File: src/rtl/label_seq_ctrl.sv
// Label memory sequencer for LSTM backprop: walks label addresses, streams labels out.
// Optional REVERSE_ORDER_EN walks iterations and steps from last to first (BPTT order).
module label_seq_ctrl #(
  parameter int WIDTH          = 32,
  parameter int NUM            = 8,
  parameter int NUM_ITERATIONS = 2
) (
  input  logic                    clk,
  input  logic                    rst,
  input  logic                    start,
  input  logic                    abort,
  output logic        [WIDTH-1:0] mem_addr,
  input  logic signed [WIDTH-1:0] mem_data,
  output logic signed [WIDTH-1:0] label,
  output logic                    label_valid,
  input  logic                    label_ready,
  output logic        [WIDTH-1:0] iter,
  output logic        [WIDTH-1:0] step,
  output logic                    busy,
  output logic                    done
);

  typedef enum logic [1:0] {IDLE, LOAD, VALID, DONE} state_t;

  localparam logic [WIDTH-1:0] ONE      = WIDTH'(1);
  localparam logic [WIDTH-1:0] STEP_MAX = WIDTH'(NUM - 1);
  localparam logic [WIDTH-1:0] ITER_MAX = WIDTH'(NUM_ITERATIONS - 1);
  localparam logic [WIDTH-1:0] ADDR_MAX = WIDTH'(NUM * NUM_ITERATIONS - 1);

`ifdef REVERSE_ORDER_EN
  localparam logic [WIDTH-1:0] ITER_FIRST = ITER_MAX;
  localparam logic [WIDTH-1:0] STEP_FIRST = STEP_MAX;
  localparam logic [WIDTH-1:0] ADDR_FIRST = ADDR_MAX;
  localparam logic [WIDTH-1:0] ITER_LAST  = '0;
  localparam logic [WIDTH-1:0] STEP_LAST  = '0;
`else
  localparam logic [WIDTH-1:0] ITER_FIRST = '0;
  localparam logic [WIDTH-1:0] STEP_FIRST = '0;
  localparam logic [WIDTH-1:0] ADDR_FIRST = '0;
  localparam logic [WIDTH-1:0] ITER_LAST  = ITER_MAX;
  localparam logic [WIDTH-1:0] STEP_LAST  = STEP_MAX;
`endif

  state_t           state, state_n;
  logic [WIDTH-1:0] iter_n, step_n, addr_n;
  logic             last_step, last_label;

  assign last_step  = (step == STEP_LAST);
  assign last_label = last_step && (iter == ITER_LAST);

  assign label_valid = (state == VALID);
  assign busy        = (state == LOAD) || (state == VALID);
  assign done        = (state == DONE);

  always_comb begin
    state_n = state;
    iter_n  = iter;
    step_n  = step;
    addr_n  = mem_addr;
    if (abort) begin
      state_n = IDLE;
      iter_n  = '0;
      step_n  = '0;
      addr_n  = '0;
    end else begin
      unique case (state)
        IDLE: begin
          if (start) begin
            state_n = LOAD;
            iter_n  = ITER_FIRST;
            step_n  = STEP_FIRST;
            addr_n  = ADDR_FIRST;
          end
        end
        LOAD: state_n = VALID;
        VALID: begin
          if (label_ready) begin
            if (last_label) begin
              state_n = DONE;
            end else begin
              state_n = LOAD;
              // address is linear in (iter, step), so it just tracks by one
`ifdef REVERSE_ORDER_EN
              addr_n = mem_addr - ONE;
              if (last_step) begin
                step_n = STEP_MAX;
                iter_n = iter - ONE;
              end else begin
                step_n = step - ONE;
              end
`else
              addr_n = mem_addr + ONE;
              if (last_step) begin
                step_n = '0;
                iter_n = iter + ONE;
              end else begin
                step_n = step + ONE;
              end
`endif
            end
          end
        end
        DONE: state_n = IDLE;
        default: state_n = IDLE;
      endcase
    end
  end

  always_ff @(posedge clk) begin
    if (rst) begin
      state    <= IDLE;
      iter     <= '0;
      step     <= '0;
      mem_addr <= '0;
      label    <= '0;
    end else begin
      state    <= state_n;
      iter     <= iter_n;
      step     <= step_n;
      mem_addr <= addr_n;
      if (state == LOAD && !abort)
        label <= mem_data;
    end
  end

endmodule
File: config.mk
export PLATFORM = sky130hd
export DESIGN_NAME = label_seq_ctrl
export DESIGN_NICKNAME = d
export VERILOG_FILES = /design/src/rtl/label_seq_ctrl.sv
export SDC_FILE = /design/constraint.sdc
export NUM_CORES = 1
export LEC_CHECK = 0
export ABC_AREA = 1
export BUFFER_PORTS_ARGS = -buffer_cell sky130_fd_sc_hd__buf_4
export CAP_MARGIN = 20
export CORE_MARGIN = 1
export CORE_UTILIZATION = 40
export CTS_CLUSTER_DIAMETER = 200
export CTS_CLUSTER_SIZE = 28
export DETAILED_ROUTE_END_ITERATION = 12
export PLACE_DENSITY = 0.64
export SLEW_MARGIN = 20
export SYNTH_ARGS = -nofsm -noshare
export SYNTH_HDL_FRONTEND = slang
export SYNTH_SLANG_ARGS = --single-unit
File: constraint.sdc
create_clock -name clk -period 2.13 [get_ports clk]
set_input_delay 0.1065 -clock clk [delete_from_list [all_inputs] [get_ports clk]]
set_output_delay 0.1065 -clock clk [all_outputs]
set_load 0.01 [all_outputs]
# After elaboration in Yosys (flattened, before gate mapping)
# Index checks and enable logic that the tools add are counted.
word_totals:
  register_bits: 130
  output_inout_bits: 131
op_classes:
  n_addsub: 3
  n_eq_ne: 9
  mux: 16
  n_reduce_logical: 10
op_table:
  columns: ["cell", "count"]
  rows:
  - ["$mux W32", 9]
  - ["$pmux W32 S2", 3]
  - ["$add A32 B1 Y32 const B", 3]
  - ["$eq A32 B1 Y1 const B", 1]
  - ["$eq A32 B3 Y1 const B", 1]
  - ["$pmux W2 S4", 1]
  - ["$mux W2", 3]
  - ["$reduce_and A5 Y1", 1]
  - ["$eq A2 B2 Y1 const B", 2]
  - ["$ne A2 B1 Y1 const B", 2]
  - ["$ne A2 B2 Y1 const B", 2]
  - ["$reduce_and A4 Y1", 1]
  - ["$eq A2 B1 Y1 const B", 1]
  - ["$logic_and A1 B1 Y1", 2]
  - ["$logic_not A2 Y1", 1]
  - ["$reduce_and A2 Y1", 1]
  - ["$reduce_bool A2 Y1", 1]
  - ["$reduce_or A2 Y1", 1]
  - ["$logic_not A1 Y1", 1]
  - ["$logic_or A1 B1 Y1", 1]

# Longest topological paths before layout
# Gate-level depths: netlist (run 1).
depth:
  word_depth: 5
  mapped_depth: 15

# Least setup slack after synthesis (run 1)
# Ideal clock, no wire load.
synth_path:
  path_type: "reg2reg"
  start: "reg state[0]"
  end: "reg iter[22]"
  arrival_time_ns: 1.836
  required_time_ns: 2.021
  setup_slack_ns: 0.185
  stages_incl_launch_ff: 12
  n_path_buf: 1
  period_less_slack_ns: 1.945
  cell_sequence: "dfxtp_1 inv_1 ha_1 inv_2 o22ai_2 a21oi_4 nand3_4 nand2_4 buf_6 nand2_1 nand2_1 inv_1"
synth_via:
  elab_chain_cells: 3
  elab_cells_between_ends: 9
  cone_classes: "5 x eq/ne; 1 x mux; 3 x reduce/logical"
synth_rtl:
  columns: ["element", "line", "rtl"]
  rows:
  - ["start, declared", "44", "state_t state, state_n;"]
  - ["start signal, assigned", "117", "state <= state_n;"]
  - ["$eq A2 B2 Y1 (*)", null, null]
  - ["net label_valid", "15", "output logic label_valid,"]
  - ["$ne A2 B1 Y1 (no line) (tied with other cells)", null, null]
  - ["$reduce_and A5 Y1 (no line)", null, null]
  - ["end signal, assigned", "118", "iter <= iter_n;"]
  - ["end, declared", "17", "output logic [WIDTH-1:0] iter,"]
# The timed path passes the listed nets; every way through them passes the cells marked *.
# A chain may end at the register's enable or synchronous reset.

# Worst setup path after layout (run 1)
layout_path:
  start: "reg state[0]"
  end: "reg iter[24]"
layout_via:
  elab_chain_cells: 3
  elab_cells_between_ends: 9
  cone_classes: "5 x eq/ne; 1 x mux; 3 x reduce/logical"
layout_rtl:
  columns: ["element", "line", "rtl"]
  rows:
  - ["$eq A2 B2 Y1 / $logic_not A2 Y1 (equally long branches)", "66", "unique case (state)"]
  - ["$ne A2 B1 Y1 (no line) (tied with other cells)", null, null]
  - ["$reduce_and A5 Y1 (no line)", null, null]
# Several ways; a longest one is shown, not always the timed one.

==> results of run 1 <==
## cells in the final DEF (no fill, tap or decap), drive strengths merged
master         n
clkbuf        27
nand4         24
xnor2         14
or2            1
buf          229
nand3         76
nor3b          1
a21oi         53
xor2          15
bufinv         2
a31o           1
clkinvlp       1
a211oi         1
ha             9
inv          123
clkinv         4
dfxtp        130
dlygate4sd3   32
nor4           1
nand2        408
o21ai         57
o21bai        10
nor2         332
nor3          19
o22ai          1
## how the worst min path moves through the flow
stage | endpoint | slack (ns) | depth (start not counted)
finish | state[1] | 0.18 | 5
detailed placement | label[26] | 0.36 | 3
global placement | label[20] | 0.36 | 3
CTS | state[1] | 0.19 | 5
global route | state[1] | 0.21 | 5
floorplan | label[6] | 0.27 | 2
## worst max-delay path, delay by kind of cell (launching register included)
family / cells / cell delay, ns
flops: 1 / 0.38
compound gates: 3 / 0.59
simple gates: 3 / 0.55
fa+ha+maj: 1 / 0.19
buf+inv: 2 / 0.20
## cell families after synthesis
| kind of cell | count (synthesis) |
|---|---|
| AO/OA/AOI/OAI | 123 |
| XOR/XNOR | 29 |
| adder cells (fa/ha/maj) | 9 |
| buffers and inverters | 166 |
| flip-flops | 130 |
| AND/OR/NAND/NOR | 862 |
## sequential cells by signal, indices dropped and copies added (netlist names)
register  flops
iter         32
step         32
label        32
mem_addr     32
state         2
## stage by stage
step                total power, mW  cells  instance area (sq um)   util  TNS [ns]
floorplan                      2.84   1319                   7860      -         0
global placement               3.03   1767                   9700  0.511         0
detailed placement             3.04   1767                   9700  0.511         0
CTS                            5.93   1829                  10600  0.558         0
global route                   6.15   1831                  10700  0.563   -0.0104
finish                         5.97   1831                  10700  0.563         0
## cell usage after synthesis, types with 2 or more instances
master / instances
xnor2_1: 14
inv_2: 3
a21oi_1: 51
buf_6: 5
nand2_1: 401
xor2_1: 15
nand2_4: 2
nor2_2: 5
nor2_1: 325
o21bai_1: 10
clkbuf_1: 24
nand4_1: 24
nand2_2: 4
dfxtp_1: 130
inv_1: 119
buf_2: 5
ha_1: 9
o21ai_1: 5
nand3_1: 75
clkinv_1: 2
buf_4: 6
nor3_1: 19
o21ai_0: 50
## cell type report
| cell class | count | area (sq um) |
|---|---|---|
| clock inverter | 5 | 77.6 |
| sequential | 130 | 2600 |
| tap | 260 | 325 |
| inverter | 125 | 477 |
| fill | 1876 | 8290 |
| clock buffer | 25 | 485 |
| multi-input combinational | 1023 | 4580 |
| timing repair buffer | 263 | 2120 |
## power by group
| part | total [mW] | internal [mW] | switching [mW] |
|---|---|---|---|
| sequential | 2.49 | 2.47 | 0.0199 |
| clock | 2.88 | 1.80 | 1.08 |
| combinational | 0.608 | 0.249 | 0.359 |
## layer usage
layer  global-route usage  part of all wire  vias up
met5                    0                 0        -
li1                     -                 -     4589
met3               0.0377             0.053       55
met1                0.332              0.44     4085
met4                0.108             0.027        0
met2                0.441              0.48      294
## what timing repair did
item / 4_1_cts / 5_1_grt
resized for setup: 0 / 12
setup endpoints to repair: 0 / 90
hold buffers: 32 / 0
hold endpoints to repair: 32 / 0
==> summary.txt, run 1 <==
Clock network
  • Setup bufs post-CTS: 0
  • TritonCTS buffer count: 17
  • Clock sink count: 130
  • CTS tree: yes
  • H-tree depth: 4
  • Max Buffers Root-to-Sink: 2
  • Worst-path clk slew: 0.06 ns
  • Clk root buf: clkbuf_16
  • Clk Latency, worst-skew pair: 0.43 ns

Synthesis
  • Register bit total from synthesis: 130
  • Simple-gate share of the synthesized area: 0.447
  • Mux share of post-synthesis cell area: 0
  • Ys flop type: dfxtp_1
  • Net count after synthesis: 1365
  • Post-synthesis cell type count: 39
  • Avg Cell Area, Syn: 5.96 sq um
  • Complex-gate fraction of the synthesized area: 0.0871
  • Post-Syn Area: ~7900 sq um
  • Ranking of synthesized cells by area: dfxtp_1 (33%), nand2_1 (19%), nor2_1 (16%), inv_1 (5.7%), nand3_1 (4.8%)
  • Async SR Flop Fraction: 0
  • Post-Syn Instances: 1319
  • Post-synth EDFFs: 0
  • Largest family of logic cells by synthesized area: simple AND/OR/NAND/NOR gates
  • Adder-cell share of the synthesized area: 0.0143
  • Synth Area in XOR/XNOR: 0.0323
  • Most area-hungry cell type in the Yosys netlist: dfxtp_1
  • Warnings, synthesis: 0
  • Register area share after synthesis: 0.331
  • Synth top area share: 0.331

Floorplanning
  • Die height: roughly 140 um
  • Row cnt: 50
  • Starting Density: 0.415
  • Num ports: 168
  • Die Wd: around 140 um
  • Core area: 19000 sq um
  • Die ar.: a little over 20000 sq um

STA
  • Fmax: about 500 MHz
  • Post-layout min period: 2.00 ns
  • RSZ-0062 raised after global routing: true
  • Slew Limit Fails: 0
  • Final setup margin: 0.132 ns
  • Layout Skew: 0.0126 ns
  • Slew @ Worst Pin: roughly 1.0 ns
  • WHS: 0.184 ns
  • # setup viols final: 0
  • Relative slew margins: 0.322
  • Final Cycle Share: 0.938
  • Final hold vios: 0

Placed design
  • Detail Placement HPWL: 18900 um
  • RePlAce Congestion: 0.926
  • Port bufs: 167
  • Pre-CTS setup slack: 0.0470 ns

Cells and area
  • Layout area overhead: 35.8%
  • Number of diodes: 0
  • Share of cells above drive strength 1: 0.183
  • Post-layout net count: 1606

Critical path
  • Worst Setup EP: iter[24]
  • Slowest stage delay, CP: 0.38 ns
  • Worst setup startpoint: state[0]
  • Crit path cell chain: inv_2 -> ha_1 -> inv_1 -> o22ai_2 -> a21oi_4 -> nand2_8 -> nor2_8 -> nand2_1 -> a21oi_1
  • Max FO, Critical Path: 18
  • Crit path kind: reg -> reg
  • WP data arrival: 2.34 ns
  • Slowest-stage cell, CP: dfxtp_1
  • Slack of the worst reg-to-reg path: 0.13 ns
  • Critical Path End Type: flop
  • Reg2reg start: state[0]
  • Reg-to-Reg End: iter[24]
  • Critical Path RT: 2.47 ns
  • Worst R2R Path Depth: 9
  • CP Launch Type: flop

Detailed routing
  • First-pass DRT Iterations: 5
  • Routed Antenna Nets: 0
  • Routed WL: 26700 um
  • DR vias/cell: 4.93
  • Vias: roughly 9000
  • DRC violations left: 0
  • DRT iter0 DRCs: 732
  • Routed wire per std cell: 14.6 um

Min path
  • Tightest Hold Check Type: in -> reg
  • Origin of the worst min-delay path: start

Global route
  • Global-route wire length before repair: 41500 um
  • Pin count of the biggest net entering global routing: 51
  • Vias in the first global route: 8171
  • Gr usage total: 0.261
  • Initial antenna violation count: 0
  • Remaining Overflow, GRT: 0

Power
  • Static leakage: 4.37 nW
  • VDD IR-drop max: 0.000633 V
  • Pwr/cell area: 559 nW/um^2

Run status
  • Status: complete, no violations

Run
  • MaxCap Viol Count: 0
Note: power is estimated with default switching activity, not from simulation.
==> run 2: changes to the inputs <==
--- a/config.mk
+++ b/config.mk
@@ -8,7 +8,7 @@
 export ABC_AREA = 1
 export BUFFER_PORTS_ARGS = -buffer_cell sky130_fd_sc_hd__buf_4
 export CAP_MARGIN = 20
-export CORE_MARGIN = 1
+export CORE_MARGIN = 3
 export CORE_UTILIZATION = 40
 export CTS_CLUSTER_DIAMETER = 200
 export CTS_CLUSTER_SIZE = 28
==> summary.txt, run 2 (synthesized netlist as in run 1, its figures left out) <==
Floorplanning
  • Core area: 19000 sq um (+0.33%)
  • Die ar.: 21400 sq um (+5.7%)
  • Die Wd: 146 um (+2.8%)
  • Starting Density: 0.413 (-0.00136)
  • Die height: 146 um (+2.8%)
  • Row cnt: 50 (unchanged)
  • Num ports: 168 (unchanged)

Global route
  • Busiest grt layer: met2
  • Pin count of the biggest net entering global routing: 38 (-25%)
  • Initial antenna violation count: 0 (unchanged)
  • Grt met1 use: 0.302 (-0.0296)
  • Global-route wire length before repair: 42100 um (+1.6%)
  • Remaining Overflow, GRT: 0 (unchanged)
  • Grt met3 use: 0.0435 (+0.00577)
  • Global Route met2 Usage: 0.410 (-0.0311)
  • Vias in the first global route: 8297 (+1.5%)
  • Gr usage total: 0.239 (-0.0215)

Run
  • MaxCap Viol Count: 0 (unchanged)

Cells and area
  • Post-layout net count: 1623 (+1.1%)
  • Commonest non-fill, non-tap cell in the layout: nand2_1
  • Layout Cells excl Fill: 1850 (+1.0%)
  • Layout area overhead: 37.7%
  • Number of diodes: 0 (unchanged)
  • Post-layout util: 0.569 (+0.00624)
  • Commonest non-fill, non-tap cells in the layout: nand2_1 (400), nor2_1 (321), buf_4 (245)
  • Share of cells above drive strength 1: 0.198 (+0.0154)

Detailed routing
  • Routed wire per std cell: 14.2 um (-2.3%)
  • First-pass DRT Iterations: 5 (unchanged)
  • DR vias/cell: 4.88 (-0.92%)
  • Routed Antenna Nets: 0 (unchanged)
  • Vias: 9033 (+0.11%)
  • DRC violations left: 0 (unchanged)
  • Routed WL: 26400 um (-1.3%)
  • DRT iter0 DRCs: 611 (-17%)

Power
  • Static leakage: 4.46 nW (+2.1%)
  • Pwr/cell area: 574 nW/um^2 (+2.5%)
  • VDD IR-drop max: 0.000481 V (-24%)

Placed design
  • Port bufs: 167 (unchanged)
  • Detail Placement HPWL: 19300 um (+2.3%)
  • RePlAce Congestion: 0.899 (-2.9%)
  • # placed instances: 1776 (+0.51%)

STA
  • Setup tns final: 0 ns (unchanged)
  • Fmax: 504 MHz (+0.67%)
  • Layout Skew: 0.0105 ns (-0.00210 ns)
  • WHS: 0.0751 ns (-0.109 ns)
  • Final Cycle Share: 0.932 (-0.00626)
  • Slew Limit Fails: 0 (unchanged)
  • Slew @ Worst Pin: 0.816 ns (-0.200 ns)
  • Post-layout min period: 1.98 ns (-0.0133 ns)
  • Final hold vios: 0 (unchanged)
  • RSZ-0062 raised after global routing: false
  • # setup viols final: 0 (unchanged)
  • Relative slew margins: 0.455 (+0.133)

Clock network
  • Clock sink count: 130 (unchanged)
  • H-tree depth: 4 (unchanged)
  • TritonCTS buffer count: 17 (unchanged)
  • CTS tree: yes
  • Clk Latency, worst-skew pair: 0.42 ns (about the same)
  • Clk root buf: clkbuf_16
  • Max Buffers Root-to-Sink: 2 (unchanged)
  • Worst-path clk slew: 0.06 ns (about the same)

Critical path
  • Worst R2R Path Depth: 10 (+1)
  • WP data arrival: 2.29 ns (-0.05 ns)
  • Critical Path End Type: flop
  • Reg-to-Reg End: step[13]
  • CP Launch Type: flop
  • Worst setup startpoint: state[0]
  • Reg2reg start: state[0]
  • Worst Setup EP: step[13]
  • Crit path kind: reg -> reg
  • Slack of the worst reg-to-reg path: 0.15 ns (about the same)
  • Critical Path RT: 2.44 ns (-0.03 ns)
  • Max FO, Critical Path: 12 (-6)

Run status
  • Status: complete, no violations

Min path
  • Tightest Hold Check Type: in -> reg
## run 2: cell count changes in the layout (fill, tap and decap cells not counted), sizes merged
cell	before	now
bufinv	2	4
clkinvlp	1	3
clkbuf	27	19
clkinv	4	7
buf	229	248
inv	123	124
## run 2: timing repair
item / CTS / global route
hold buffers: 32 / 0
setup buffers: 0 / 10
hold endpoints to repair: 32 / 0
endpoints found under the setup margin: 4 / 76
gates cloned: 0 / 0
gates resized for setup: 2 / 13
pin swaps: 0 / 1
## run 2: area by class of cell
cell class,count,area (sq um)
clock buffers,19,443
clock inverters,13,184
fillers,1913,8190
inverters,125,477
multi-input cells,1023,4590
flip-flops and latches,130,2610
well taps,260,325
repair buffers,280,2200
## run 2: metrics by stage
step           power [mW]  instance area (sq um)  setup WS (ns)
2_1_floorplan        2.84                   7860          0.185
3_3_place_gp         3.04                   9760         0.0579
3_5_place_dp         3.04                   9760       -0.00237
4_1_cts              6.23                  10700         0.0354
5_1_grt              6.43                  10800        0.00924
6_report             6.21                  10800          0.145
## run 2: per-layer routing
layer | part of all wire | wire, um
met1 | 0.44 | 11600
met2 | 0.49 | 12800
met3 | 0.051 | 1350
met4 | 0.024 | 644
met5 | 0 | 0
## run 2: worst max-delay path, stage by stage, from the launching register on
cell,delay [ns]
dfxtp_1,0.38
inv_2,0.08
ha_1,0.22
inv_2,0.11
o22ai_2,0.11
a21oi_4,0.25
buf_4,0.17
nand3_4,0.13
nand2_8,0.14
buf_4,0.21
nor2_1,0.07
## run 2: power by group
part	switching, mW	internal (mW)	total (mW)	leakage (nW)
logic	0.349	0.244	0.593	3.11
registers	0.0215	2.47	2.49	1.05
clock network	1.14	1.99	3.13	0.299
total	1.51	4.70	6.21	4.46
## run 2: worst min-delay path by stage
stage	to	startpoint	depth (start not counted)	slack, ns
finish	state[0]	rst	4	0.08
global placement	label[12]	mem_data[12]	3	0.36
detailed placement	label[10]	mem_data[10]	3	0.36
floorplan	label[6]	mem_data[6]	2	0.27
CTS	state[0]	rst	4	0.07
global route	state[0]	rst	4	0.08
